## config.mk

```make
export PLATFORM = sky130hd
export DESIGN_NAME = multiplier_4_bit_seq_flat
export DESIGN_NICKNAME = d
export VERILOG_FILES = /design/src/rtl/multiplier_4_bit_seq_pkg.sv /design/src/rtl/multiplier_4_bit_seq_if.sv /design/src/rtl/ripple_carry_adder_4_bit.sv /design/src/rtl/multiplier_4_bit_seq.sv /design/src/flat_wrapper.sv
export SDC_FILE = /design/constraint.sdc
export NUM_CORES = 1
export LEC_CHECK = 0
export CORE_AREA = 2 2 49 51
export DETAILED_ROUTE_END_ITERATION = 8
export DIE_AREA = 0 0 51 53
export PLACE_DENSITY = 0.68
export SYNTH_ARGS = -nofsm -noshare
export SYNTH_HDL_FRONTEND = slang
export SYNTH_HIERARCHICAL = 1
export SYNTH_SLANG_ARGS = --single-unit
export TNS_END_PERCENT = 20
```

## constraint.sdc

```tcl
create_clock -name clk -period 2.8 [get_ports clk]
set_input_delay 0.42 -clock clk [delete_from_list [all_inputs] [get_ports clk]]
set_output_delay 0.42 -clock clk [all_outputs]
set_load 0.01 [all_outputs]
```

## src/rtl/multiplier_4_bit_seq_pkg.sv

```systemverilog
// Shared types and sizing for the sequential 4x4 shift-and-add multiplier.
package mul_seq_pkg;
    localparam int WIDTH      = 4;
    localparam int ITERS      = 4;
    localparam int PROD_WIDTH = 8;

    typedef enum logic [1:0] {
        IDLE = 2'd0,
        RUN  = 2'd1,
        DONE = 2'd2
    } state_t;
endpackage

```

## src/rtl/multiplier_4_bit_seq_if.sv

```systemverilog
// Operand and product handshakes between a producer/consumer (master) and the multiplier (slave).
interface multiplier_4_bit_seq_if;
    import mul_seq_pkg::*;

    logic                  in_valid;
    logic                  in_ready;
    logic [WIDTH-1:0]      a;
    logic [WIDTH-1:0]      b;
    logic                  out_valid;
    logic                  out_ready;
    logic [PROD_WIDTH-1:0] product;

    modport master (
        output in_valid, a, b, out_ready,
        input  in_ready, out_valid, product
    );

    modport slave (
        input  in_valid, a, b, out_ready,
        output in_ready, out_valid, product
    );
endinterface

```

## src/rtl/ripple_carry_adder_4_bit.sv

```systemverilog
// 4-bit ripple-carry adder: one full-adder stage per bit, carry chained LSB to MSB.
module ripple_carry_adder_4_bit (
    input  logic [3:0] a,
    input  logic [3:0] b,
    input  logic       carry_in,
    output logic [3:0] sum,
    output logic       carry_out
);
    logic [4:0] carry;

    always_comb begin
        carry    = '0;
        sum      = '0;
        carry[0] = carry_in;
        for (int i = 0; i < 4; i++) begin
            sum[i]       = a[i] ^ b[i] ^ carry[i];
            carry[i + 1] = (a[i] & b[i]) | (carry[i] & (a[i] ^ b[i]));
        end
        carry_out = carry[4];
    end
endmodule

```

## src/rtl/multiplier_4_bit_seq.sv

```systemverilog
// Sequential 4x4 unsigned multiplier: one ripple add plus a 9-bit right shift per cycle,
// four iterations, product held in {acc, mq} until the consumer takes it.
//
// state | meaning
// IDLE  | in_ready high, waiting for operands
// RUN   | one add/shift iteration per cycle, count tracks iterations 0..3
// DONE  | out_valid high, product held until out_ready
module multiplier_4_bit_seq
    import mul_seq_pkg::*;
(
    input logic                   clk,
    input logic                   reset,
    multiplier_4_bit_seq_if.slave bus
);
    state_t           state;
    state_t           next_state;
    logic [WIDTH-1:0] mcand;
    logic [WIDTH-1:0] mq;
    logic [WIDTH-1:0] acc;
    logic [WIDTH-1:0] add_b;
    logic [WIDTH-1:0] sum;
    logic             carry_out;
    logic [1:0]       count;
    logic             last_iter;
    logic             in_ready;
    logic             out_valid;

    assign add_b     = mq[0] ? mcand : '0;
    assign last_iter = (count == 2'(ITERS - 1));

    ripple_carry_adder_4_bit u_adder (
        .a         (acc),
        .b         (add_b),
        .carry_in  (1'b0),
        .sum       (sum),
        .carry_out (carry_out)
    );

    always_ff @(posedge clk or posedge reset) begin
        if (reset) begin
            state <= IDLE;
        end else begin
            state <= next_state;
        end
    end

    always_comb begin
        next_state = state;
        in_ready   = 1'b0;
        out_valid  = 1'b0;
        unique case (state)
            IDLE: begin
                in_ready = 1'b1;
                if (bus.in_valid) next_state = RUN;
            end
            RUN: begin
                if (last_iter) next_state = DONE;
            end
            DONE: begin
                out_valid = 1'b1;
                if (bus.out_ready) next_state = IDLE;
            end
            default: next_state = IDLE;
        endcase
    end

    // The adder carry lands in acc[3]; the bit shifted out of sum enters mq from the top.
    always_ff @(posedge clk or posedge reset) begin
        if (reset) begin
            mcand <= '0;
            mq    <= '0;
            acc   <= '0;
            count <= '0;
        end else if (state == IDLE && bus.in_valid) begin
            mcand <= bus.a;
            mq    <= bus.b;
            acc   <= '0;
            count <= '0;
        end else if (state == RUN) begin
            acc <= {carry_out, sum[WIDTH-1:1]};
            mq  <= {sum[0], mq[WIDTH-1:1]};
            if (!last_iter) count <= count + 2'd1;
        end
    end

    assign bus.in_ready  = in_ready;
    assign bus.out_valid = out_valid;
    assign bus.product   = {acc, mq};
endmodule
```

## src/flat_wrapper.sv

```systemverilog
// flat-port wrapper written by rule: the top's interface ports become plain ports
module multiplier_4_bit_seq_flat import mul_seq_pkg::*;
  (clk, reset, bus_in_valid, bus_a, bus_b, bus_out_ready, bus_in_ready, bus_out_valid, bus_product);
  multiplier_4_bit_seq_if bus_i ();
  input logic clk;
  input logic reset;
  input wire logic [$bits(bus_i.in_valid)-1:0] bus_in_valid;
  input wire logic [$bits(bus_i.a)-1:0] bus_a;
  input wire logic [$bits(bus_i.b)-1:0] bus_b;
  input wire logic [$bits(bus_i.out_ready)-1:0] bus_out_ready;
  output wire logic [$bits(bus_i.in_ready)-1:0] bus_in_ready;
  output wire logic [$bits(bus_i.out_valid)-1:0] bus_out_valid;
  output wire logic [$bits(bus_i.product)-1:0] bus_product;
  assign bus_i.in_valid = bus_in_valid;
  assign bus_i.a = bus_a;
  assign bus_i.b = bus_b;
  assign bus_i.out_ready = bus_out_ready;
  assign bus_in_ready = bus_i.in_ready;
  assign bus_out_valid = bus_i.out_valid;
  assign bus_product = bus_i.product;
  multiplier_4_bit_seq u_core (.clk(clk), .reset(reset), .bus(bus_i));
endmodule
```

==> results of run 1 <==
-- routing by layer --
layer  part of all wire  wire (um)  vias to the layer above  track usage
met2               0.49        776                       12       0.2143
met5                  0          0                        -            0
met4              0.014         23                        0      0.05856
li1                   -          -                      309            -
met3              0.041         65                        4      0.05367
met1               0.45        722                      304       0.1562
-- power by group --
group          internal, mW  total [mW]  switching (mW)
clock                0.0501       0.120          0.0700
combinational         0.374       0.645           0.271
sequential            0.348       0.474           0.125
-- area by class of cell --
class | count | area share
Clock buffer | 3 | 0.02004
Sequential cell | 16 | 0.3563
Tap cell | 28 | 0.03118
Inverter | 17 | 0.05679
Multi-Input combinational cell | 43 | 0.3419
Timing Repair Buffer | 22 | 0.1938
-- state kept, by name, summed over array words and instances, names as in the netlist --
signal and flops:
u_core/acc 4, u_core/mcand 4, u_core/count 2, u_core/mq 4, u_core/state 2
-- critical path: stages (launching register included) --
cell,delay (ns)
dfrtp_1,0.42
and2_1,0.16
fa_1,0.39
inv_1,0.07
fa_1,0.16
inv_1,0.05
fa_1,0.35
inv_1,0.07
fa_1,0.40
inv_1,0.06
a22o_1,0.12
-- layout by cell type (no fill, tap or decap) --
master           count
nor4bb_1             1
conb_1               1
and2_1               4
mux2_2               4
inv_1               17
nand2_1              1
nor4b_1              4
o21bai_1             1
nor2b_1              3
and3_1               2
fa_1                 4
a222oi_1             1
o2bb2ai_1            1
clkbuf_4             3
a21oi_1              1
dfrtp_1             16
ha_1                 1
nor3b_2              1
buf_4                1
a22o_1               4
clkdlybuf4s50_1     21
a221oi_1             3
nor2_1               4
a211o_1              2
-- cells by family (layout without fill, tap and decap cells) --
kind of cell | after synthesis | after routing | share of synthesized area
DFF | 16 | 16 | 0.4624
muxes | 4 | 4 | 0.05202
buffers and inverters | 20 | 42 | 0.09393
adders and majority gates | 5 | 5 | 0.1069
and+or+nand+nor | 20 | 20 | 0.1532
AOI/OAI and AO/OA | 13 | 13 | 0.1272
other | 1 | 1 | 0.004331
-- through the flow --
stage	power (mW)	utilization	std cells
after detailed placement	1.131	0.5125	126
after global placement	1.109	0.5125	126
after CTS	1.255	0.5230	129
after global routing	1.351	0.5230	129
after floorplan	0.9039	-	79
final	1.239	0.5230	129
-- how the worst max path moves through the flow --
stage | end | slack (ns) | cells past startpoint
6_report | u_core/acc[2] | 0.49 | 10
5_1_grt | u_core/acc[2] | 0.37 | 10
4_1_cts | u_core/acc[2] | 0.47 | 10
3_5_place_dp | u_core/acc[2] | 0.49 | 10
3_3_place_gp | u_core/acc[2] | 0.56 | 10
2_1_floorplan | u_core/acc[2] | 0.55 | 10
==> summary.md, run 1 <==
| Metric | Value |
|---|---|
| Status | complete, no violations |
| Seq/Total Area, Yosys | 0.4624 |
| Share of cells above drive strength 1 | 0.08911 |
| Postcts setup bufs | 0 |
| Slew headroom | 0.5967 |
| Area of the multi-input gates | 384.1 um^2 |
| Worst r2r dst | u_core/acc[2] |
| Root Driver | clkbuf_4 |
| Pre-CTS worst setup slack | around 0.49 ns |
| Mapped cell area | 865.8 um^2 |
| RSZ-0062 raised after global routing | false |
| Post-CTS sizing | 0 |
| Max-cap violations | 0 |
| Hold crit path type | in2async |
| Largest area contributor in the netlist | dfrtp_1 |
| Mapped Avg Cell Area | 10.96 um^2 |
| Synthesized instance count | 79 |
| Clk buf depth | 2 |
| Cell variety after synth | 23 |
| Synth top cells by count | inv_1, dfrtp_1 |
| Die H | 53 um |
| Initial antenna violation count | 0 |
| Antenna Cells | 0 |
| Cell Pwr Density | 1103 nW/um^2 |
| CTS tree | done |
| Slew @ Worst Pin | roughly 0.60 ns |
| Average wire per standard cell | between 10 and 15 um |
| Syn. warnings | 6 |
| Detail Route Antenna Nets | 0 |
| I/O Pins | 22 |
| CP max FO | 6 |
| Async S/R FF share, synth | 1.000 |
| Cts bufs inserted | 3 |
| Most frequent cell after synthesis | inv_1 |
| GRT Util Overall | 0.1332 |
| Hold Vio Cnt, Final | 0 |
| Clk_lat worst skew | 0.29 ns |
| FP Rows | 17 |
| Clk_skew | ~0.0041 ns |
| Reg-to-reg startpoint | u_core/mq[0] |
| CP startpoint | u_core/mq[0] |
| # clock sinks | 16 |
| Setup TNS | 0 ns |
| CP startpoint kind | register |
| PortBufs | 21 |
| Final setup vio count | 0 |
| FMAX | 432.2 MHz |
| VDD IR max | 0.4650 mV |
| Hold WS | around 0.5 ns |
| H-tree level count | 1 |
| Post-synth EDFFs | 0 |
| Seq cells post-synth | 16 |
| R2R depth | 10 |
| Critical path data arrival time | 2.55 ns |
| Post-route setup slack | 0.4864 ns |
| FILL cells | 196 |
| Synth top area share | 0.4624 |
| Vias in the first global route | around 600 |
| Placed Area | around 1100 um^2 |
| Core area | about 2100 um^2 |
| Total wire length | ~1600 um |
| Critical path class | reg2reg |
| Post-synth net total | 96 |
| Die ar. | 2703 um^2 |
| First-pass GRT wire length | 2601 um |
| Main synth FF type | dfrtp_1 |
| Vias per cell | 4.876 |
| Area contributors post-synth | dfrtp_1, fa_1, inv_1, mux2_2, a22o_1 |
| Largest net degree at the start of global routing | 18 |
| Max-slew violations | 0 |
| Fin nets | 120 |
| CTS Hold Bufs | 0 |
| Leak | about 0.53 nW |
| GR Overflow Total | 0 |
| Final Cycle Share | 0.8263 |
| Die width | 51 um |
| Fin area | 1124 um^2 |
| Storage element area | 400.4 um^2 |
| Total number of vias | 629 |
| CP Capture Type | register |
| Fin crit period | 2.314 ns |
| Starting Density | 0.4030 |
| Worst-path clk slew | 0.09 ns |
| Area Overhead vs Synth | 29.77% |
| Drt first pass iters | 4 |
| DR DRC count | 0 |
| Detailed Place HPWL | 1195 um |
| Reg2reg setup slack | 0.49 ns |
| Worst EP required | 3.03 ns |
| Iter 0 DRT Violations | 9 |
| GP Congestion | 0.7306 |
Note: power is estimated with default switching activity, not from simulation.
==> inputs of run 2 (changes only) <==
- PLACE_DENSITY: 0.68 -> 0.71
- clock period: 2.8 -> 2.1 ns (I/O delays scaled with it)
==> run 2 against run 1 <==
Against the previous run:
- the run now ends with setup timing left
- sequential share of layout area decreased by 1.2 points
- via count increased by 7.2%
- register-to-register slack got worse by 0.55 ns
- total power increased by 43%
- clock power increased by 70%
- cell area increased by 3.5%
- routed wire length increased by 4.6%
- first-iteration DRC count increased by 78%
- clock-buffer cell count increased by 1
- critical endpoint unchanged
==> summary.md, run 2 (synthesized netlist as in run 1, its figures left out) <==
| Metric | Value |
|---|---|
| Status | finished, violations left |
| Drt first pass iters | 4 |
| Clk buf depth | 2 |
| Initial antenna violation count | 0 |
| CP max FO | 2 |
| Final Cycle Share | 1.028 |
| Core area | 2148 um^2 |
| Placed Area | between 1000 and 1500 um^2 |
| Total wire length | about 1700 um |
| Violated checks | setup timing |
| Die width | just over 50 um |
| Root Driver | clkbuf_4 |
| I/O Pins | 22 |
| Slew headroom | 0.5842 |
| Share of cells above drive strength 1 | 0.1827 |
| Fin nets | ~120 |
| Iter 0 DRT Violations | 16 |
| Met1 wire length | 694 um |
| Met2 routed WL | 852 um |
| Max-cap violations | 0 |
| Antenna Cells | 0 |
| FP Rows | 17 |
| Cts bufs inserted | 3 |
| Pwr Total | 1.766 mW |
| # clock sinks | 16 |
| FMAX | 463.0 MHz |
| Clk_skew | 0.003117 ns |
| Worst EP required | 2.33 ns |
| WL met3 | between 60 and 70 um |
| Finished Layout Cells | around 130 |
| Finished Core Util | 0.5411 |
| Area Overhead vs Synth | 34.25% |
| PortBufs | 21 |
| Max-slew violations | 0 |
| FILL cells | 184 |
| Postcts setup bufs | 0 |
| Max Used Layer | met4 |
| CP Capture Type | register |
| Worst-path clk slew | 0.10 ns |
| Largest net degree at the start of global routing | 18 |
| GP Congestion | 0.7070 |
| Leak | 0.5400 nW |
| Hold Vio Cnt, Final | 0 |
| First-pass GRT wire length | between 2000 and 3000 um |
| Vias in the first global route | 694 |
| Total number of vias | 674 |
| Detailed Place HPWL | 1308 um |
| CP startpoint kind | register |
| Die H | between 50 and 60 um |
| Clk_lat worst skew | between 0.2 and 0.3 ns |
| Critical path data arrival time | 2.39 ns |
| Post-route setup slack | -0.05970 ns |
| Fin crit period | about 2.2 ns |
| Pre-CTS worst setup slack | -0.07191 ns |
| RSZ-0062 raised after global routing | true |
| Setup TNS | -0.05970 ns |
| Most frequent cells in the layout | clkdlybuf4s50_1, dfrtp_1, inv_1 |
| Cell Pwr Density | 1519 nW/um^2 |
| Starting Density | 0.4030 |
| Placed insts | 128 |
| Vias per cell | 5.106 |
| Commonest non-fill, non-tap cell in the layout | clkdlybuf4s50_1 |
| GR Overflow Total | 0 |
| Fin area | 1162 um^2 |
| Critical path class | reg2reg |
| DR DRC count | 0 |
| CTS tree | done |
| Average wire per standard cell | 12.58 um |
| Detail Route Antenna Nets | 0 |
| VDD IR max | 0.6273 mV |
| Top Registers | u_core/acc (4), u_core/mcand (4), u_core/mq (4) |
| Final setup vio count | 1 |
| GRT Util Overall | 0.1470 |
| Die ar. | 2703 um^2 |
| Slew @ Worst Pin | 0.6231 ns |
| H-tree level count | 1 |
| Hold crit path type | in2async |
| Hold WS | 0.3930 ns |
run 2: cell count changes in the layout (fill, tap and decap cells not counted):
cell      before  now
and2_1         4    3
and2_4         0    1
buf_4          1    3
clkbuf_8       0    1
fa_1           4    1
fa_2           0    3
inv_1         17   14
inv_2          0    3
run 2: final timing paths:
kind,from,endpoint,cells past startpoint,slack [ns]
max in group asynchronous,reset,u_core/mq[0],2,1.31
worst max register to register,u_core/mq[0],u_core/acc[2],10,-0.06
min in group clk,u_core/mcand[3],u_core/mcand[3],1,0.51
worst min-delay path,reset,u_core/mcand[3],2,0.39
worst max-delay path,u_core/mq[0],u_core/acc[2],10,-0.06
worst min register to register,u_core/mcand[3],u_core/mcand[3],1,0.51
run 2: repair_timing:
item | CTS | global route
endpoints found under the setup margin | 1 | 1
pin swaps | 1 | 0
hold buffers | 0 | 0
gates resized for setup | 2 | 0
run 2: worst max-delay path: stages, from the launching register on:
cell	delay, ns
dfrtp_1	0.39
and2_4	0.16
fa_2	0.33
inv_2	0.06
fa_2	0.18
inv_2	0.04
fa_2	0.32
inv_2	0.06
fa_1	0.40
inv_1	0.07
a22o_1	0.12
run 2: power by group:
part           internal [mW]  switching (mW)
logic                  0.545           0.409
registers              0.464           0.143
clock network          0.106          0.0986
total                   1.11           0.651
run 2: layout make-up:
cell class	count	area, um^2	share of cell area
flip-flops and latches	16	400.4	0.3445
multi-input cells	43	394.1	0.3391
repair buffers	24	232.7	0.2002
inverters	17	63.81	0.05490
clock buffers	4	36.28	0.03122
well taps	28	35.03	0.03014
run 2: layer usage:
metal / up-vias / global-route usage
met5: - / 0
met2: 15 / 0.2619
met3: 4 / 0.02260
met4: 0 / 0.09459
met1: 341 / 0.1625
li1: 314 / -
